===== src/rtl/uart_pkg.sv =====
// uart_pkg: shared UART frame defaults, tx FSM states and odd-parity helper
package uart_pkg;
  localparam int DEFAULT_DATA_BITS = 8;
  localparam int DEFAULT_OVS_FACTOR = 16;
  typedef enum logic [2:0] {TX_IDLE, TX_START, TX_DATA, TX_PARITY, TX_STOP} tx_state_t;
  // Odd parity bit over a zero-extended word; extra zeros do not change the result
  function automatic logic odd_parity(input logic [63:0] d);
    return ~^d;
  endfunction
endpackage


===== src/rtl/uart_tx_if.sv =====
// uart_tx_if: valid/ready word handshake into the UART transmitter
interface uart_tx_if #(parameter int DATA_BITS = uart_pkg::DEFAULT_DATA_BITS);
  logic [DATA_BITS-1:0] tx_data;
  logic tx_valid;
  logic tx_ready;
  logic parity_enable;
  modport master (output tx_data, tx_valid, parity_enable, input tx_ready);
  modport slave (input tx_data, tx_valid, parity_enable, output tx_ready);
endinterface


===== src/rtl/uart_tx.sv =====
// uart_tx: oversampled UART transmitter with a one-entry holding register
module uart_tx
  import uart_pkg::*;
#(
  parameter int DATA_BITS = DEFAULT_DATA_BITS,
  parameter int OVS_FACTOR = DEFAULT_OVS_FACTOR
) (
  input logic clk,
  input logic reset_n,
  input logic tick_16x,
  uart_tx_if.slave s,
  output logic tx_pin,
  output logic tx_busy,
  output logic tx_done
);
  localparam int OW = OVS_FACTOR > 1 ? $clog2(OVS_FACTOR) : 1;
  localparam int BW = DATA_BITS > 1 ? $clog2(DATA_BITS) : 1;
  tx_state_t state;
  logic [OW-1:0] os_count;
  logic [BW-1:0] bit_index;
  logic [DATA_BITS-1:0] hold_data, shift;
  logic hold_full, hold_pe, pe, par, ready_q;
  logic accept, bit_end, last_bit, load;
  assign s.tx_ready = ready_q;
  // Handshake, end-of-bit and holding-unload decode
  always_comb begin
    accept = s.tx_valid && ready_q;
    bit_end = tick_16x && os_count == OW'(OVS_FACTOR - 1);
    last_bit = bit_index == BW'(DATA_BITS - 1);
    load = hold_full && (state == TX_IDLE || (state == TX_STOP && bit_end));
  end
  // Holding register plus frame FSM; tx_pin is registered with the value of the state being entered
  always_ff @(posedge clk or negedge reset_n)
    if (!reset_n) begin
      state <= TX_IDLE;
      os_count <= '0;
      bit_index <= '0;
      hold_full <= 1'b0;
      hold_data <= '0;
      hold_pe <= 1'b0;
      shift <= '0;
      pe <= 1'b0;
      par <= 1'b0;
      ready_q <= 1'b1;
      tx_pin <= 1'b1;
      tx_busy <= 1'b0;
      tx_done <= 1'b0;
    end else begin
      tx_done <= 1'b0;
      if (accept) begin
        hold_full <= 1'b1;
        hold_data <= s.tx_data;
        hold_pe <= s.parity_enable;
        ready_q <= 1'b0;
      end else if (load) begin
        hold_full <= 1'b0;
        ready_q <= 1'b1;
      end
      if (load) begin
        shift <= hold_data;
        pe <= hold_pe;
        par <= odd_parity(64'(hold_data));
      end
      if (tick_16x && state != TX_IDLE) os_count <= bit_end ? '0 : os_count + 1'b1;
      case (state)
        TX_IDLE: begin
          state <= load ? TX_START : TX_IDLE;
          tx_pin <= !load;
          tx_busy <= load;
          os_count <= '0;
          bit_index <= '0;
        end
        TX_START: if (bit_end) begin
          state <= TX_DATA;
          bit_index <= '0;
          tx_pin <= shift[0];
        end
        TX_DATA: if (bit_end) begin
          state <= !last_bit ? TX_DATA : pe ? TX_PARITY : TX_STOP;
          bit_index <= last_bit ? bit_index : bit_index + 1'b1;
          tx_pin <= !last_bit ? shift[bit_index + 1'b1] : pe ? par : 1'b1;
        end
        TX_PARITY: if (bit_end) begin
          state <= TX_STOP;
          tx_pin <= 1'b1;
        end
        TX_STOP: if (bit_end) begin
          state <= load ? TX_START : TX_IDLE;
          tx_pin <= !load;
          tx_busy <= load;
          tx_done <= 1'b1;
        end
        default: begin
          state <= TX_IDLE;
          tx_pin <= 1'b1;
          tx_busy <= 1'b0;
          os_count <= '0;
          bit_index <= '0;
        end
      endcase
    end
endmodule


===== src/flat_wrapper.sv =====
// flat-port wrapper written by rule: the top's interface ports become plain ports
module uart_tx_flat import uart_pkg::*;
#(
  parameter int DATA_BITS = DEFAULT_DATA_BITS,
  parameter int OVS_FACTOR = DEFAULT_OVS_FACTOR
)
  (clk, reset_n, tick_16x, tx_pin, tx_busy, tx_done, s_tx_data, s_tx_valid, s_parity_enable, s_tx_ready);
  uart_tx_if #(.DATA_BITS(DATA_BITS)) s_i ();
  input logic clk;
  input logic reset_n;
  input logic tick_16x;
  output logic tx_pin;
  output logic tx_busy;
  output logic tx_done;
  input wire logic [$bits(s_i.tx_data)-1:0] s_tx_data;
  input wire logic [$bits(s_i.tx_valid)-1:0] s_tx_valid;
  input wire logic [$bits(s_i.parity_enable)-1:0] s_parity_enable;
  output wire logic [$bits(s_i.tx_ready)-1:0] s_tx_ready;
  assign s_i.tx_data = s_tx_data;
  assign s_i.tx_valid = s_tx_valid;
  assign s_i.parity_enable = s_parity_enable;
  assign s_tx_ready = s_i.tx_ready;
  uart_tx #(.DATA_BITS(DATA_BITS), .OVS_FACTOR(OVS_FACTOR)) u_core (.clk(clk), .reset_n(reset_n), .tick_16x(tick_16x), .s(s_i), .tx_pin(tx_pin), .tx_busy(tx_busy), .tx_done(tx_done));
endmodule

===== config.mk =====
export PLATFORM = sky130hd
export DESIGN_NAME = uart_tx_flat
export DESIGN_NICKNAME = d
export VERILOG_FILES = /design/src/rtl/uart_pkg.sv /design/src/rtl/uart_tx_if.sv /design/src/rtl/uart_tx.sv /design/src/flat_wrapper.sv
export SDC_FILE = /design/constraint.sdc
export NUM_CORES = 1
export LEC_CHECK = 0
export ABC_AREA = 1
export CORE_UTILIZATION = 25
export DETAILED_ROUTE_END_ITERATION = 10
export DONT_BUFFER_PORTS = 1
export RECOVER_POWER = 50
export SYNTH_ARGS = -nofsm -noshare
export SYNTH_HDL_FRONTEND = slang
export SYNTH_SLANG_ARGS = --single-unit

===== constraint.sdc =====
create_clock -name clk -period 3.89 [get_ports clk]
set_input_delay 0.778 -clock clk [delete_from_list [all_inputs] [get_ports clk]]
set_output_delay 0.778 -clock clk [all_outputs]
set_load 0.1 [all_outputs]

==> flow_metrics.tcl <==
set metrics [dict create \
    htree_num_levels 2 \
    syn_area_um2 1650 \
    cts.path.max_buffers 2 \
    avgRoutedWirePerCell_um 11.1 \
    final.setup.worst_slack_ns 1.90 \
    fin_nets 222 \
    netlist_instances 201 \
    dpl_cell_area_um2 1730 \
    drtPass1Iterations 4 \
    finalCritPeriodShare 0.512 \
    critical_path_peak_fanout 2 \
    core_area_um2 6390 \
    dpl.hpwl_um 2330 \
    ioPinCount 17 \
    r2r-start "u_core.s.tx_ready" \
    crit_end "tx_busy" \
    setup_violations 0 \
    critPathCaptureType "output pin" \
    dieArea_um2 6950 \
    fp.dieW_um 83.3 \
    clkSinkCount 34 \
    arrival_ns 1.21 \
    slew_viol_final 0 \
    p_per_area_nw_per_um2 339 \
    antenna_found_initial 0 \
    clk_latency_ns 0.28 \
    tritoncts.num_buffers 5 \
    p_leak_uw 0.000925 \
    rows 29 \
    hold_class "in -> async" \
    initial_core_util 0.259 \
    start_kind "register" \
    reg2reg_slack_ns 2.12 \
    grt_max_degree 35 \
    dr_total_vias 1251 \
    grt_overflow 0 \
    finalInstanceArea_um2 1820 \
    drcViolationCount 0 \
    drt_iter0_drc 56 \
    crit_type "reg -> out" \
    path_clk_slew_ns 0.07 \
    tightest_slew_ns 0.890 \
    period_minus_slack_ns 1.99 \
    relSlewSlack 0.407 \
    ys_types 26 \
    cts_tree "done" \
    worst_r2r_path_depth 3 \
    ys_ff_latch 34 \
    skew_ns 0.0102 \
    grt_pass1_vias 1243 \
    crit_required_ns 3.11 \
    ys_seq_area_frac 0.516 \
    mostFrequentLayoutCell "nand2_1" \
    status "complete, no violations" \
    setup-tns-final_ns 0 \
    hold_viol_final 0 \
    crit_start "u_core.tx_busy" \
    multi_input_comb_area_um2 708 \
    port_buffers 0 \
    syn_avg_cell_area_um2 8.23 \
    cp.depth 0 \
    cts-resized-gates 0 \
    final_cell_mix "78 x nand2_1, 32 x dfrtp_1, 17 x inv_1" \
    cts_setup_buffers 0 \
    viasPerCell 4.40 \
    r2r-end "u_core.hold_data[7]" \
    gp_congestion 0.844 \
    syn_to_final_growth_pct 10.2 \
    grt_use_total 0.102 \
    ys.warnings.count 0 \
    register_area_um2 853 \
    fill_cells 695 \
    max_freq_mhz 502 \
    die_h_um 83.3 \
    ant_nets 0 \
    rsz0062_at_grt "false" \
    drive_above_1_share 0.0966 \
    wirelength_um 3140 \
    cts_root_buf "clkbuf_8" \
    hold_buffers 0 \
    grt_pass1_wl_um 5700 \
    maxCapViolCount 0 \
    synthesis.nets 217 \
    ir_drop_mv 0.215 \
    diodes 0 \
    pre_cts_ws_ns 2.12 \
]
-- layout make-up --
type | count | share of cell area
clock buffer | 7 | 0.0474
clock inverter | 1 | 0.00275
inverter | 19 | 0.0405
multi-input combinational | 146 | 0.388
sequential | 34 | 0.468
tap | 77 | 0.0528
-- synth_stat cells (all sizes together) --
library cell	instances	share of area
dfrtp	32	0.48
nand2	84	0.20
nor3b	1	0.0045
nand3b	1	0.0045
nand4	2	0.0076
a21oi	5	0.015
nand3	16	0.051
buf	2	0.0098
o21ai	14	0.045
nor2	11	0.030
dfstp	2	0.032
inv	19	0.045
o31ai	2	0.0091
xor2	1	0.0053
xnor2	5	0.026
ha	3	0.023
o211ai	1	0.0045
-- worst min path at each step --
stage | start | endpoint | cells after the start
after floorplan | u_core.shift[1] | u_core.shift[1] | 2
after global placement | u_core.shift[6] | u_core.shift[6] | 2
after detailed placement | u_core.shift[6] | u_core.shift[6] | 2
after CTS | reset_n | u_core.state[1] | 0
after global routing | reset_n | u_core.state[2] | 0
final | reset_n | u_core.state[2] | 0
-- metal layers --
metal,global-route usage,vias to the layer above,wire (um)
met3,0.0288,4,140
met2,0.159,28,1460
li1,-,651,-
met4,0.0455,0,56
met5,0,-,0
met1,0.130,568,1490
-- where the power goes --
group          internal, uW  switching (uW)
Sequential              354               0
Combinational         0.150               0
Clock                   143             121
Total                   497             121
-- state kept, by name (all words and copies together) (netlist names) --
register           count
u_core.tx_done         1
u_core.bit_index       3
u_core.os_count        4
u_core.pe              1
u_core.hold_full       1
u_core.hold_pe         1
u_core.hold_data       8
u_core.par             1
u_core.shift           8
u_core.tx_busy         1
u_core.s.tx_ready      1
u_core.state           3
u_core.tx_pin          1
-- cells by family after synthesis --
| kind of cell | after synthesis | synth area share |
|---|---|---|
| flip-flops | 34 | 0.516 |
| buffers and inverters | 21 | 0.0545 |
| AND/OR/NAND/NOR | 115 | 0.302 |
| adder cells (fa/ha/maj) | 3 | 0.0227 |
| XOR/XNOR | 6 | 0.0318 |
| AO/OA/AOI/OAI | 22 | 0.0734 |
-- through the flow --
stage,hold slack (ns),util,total power (uW),cells
finish,0.184,0.285,618,284
global route,0.167,0.285,645,284
CTS,0.175,0.286,627,284
detailed placement,0.469,0.272,360,276
global placement,0.466,0.272,360,276
floorplan,0.449,-,360,201
Note: power is estimated with default switching activity, not from simulation.
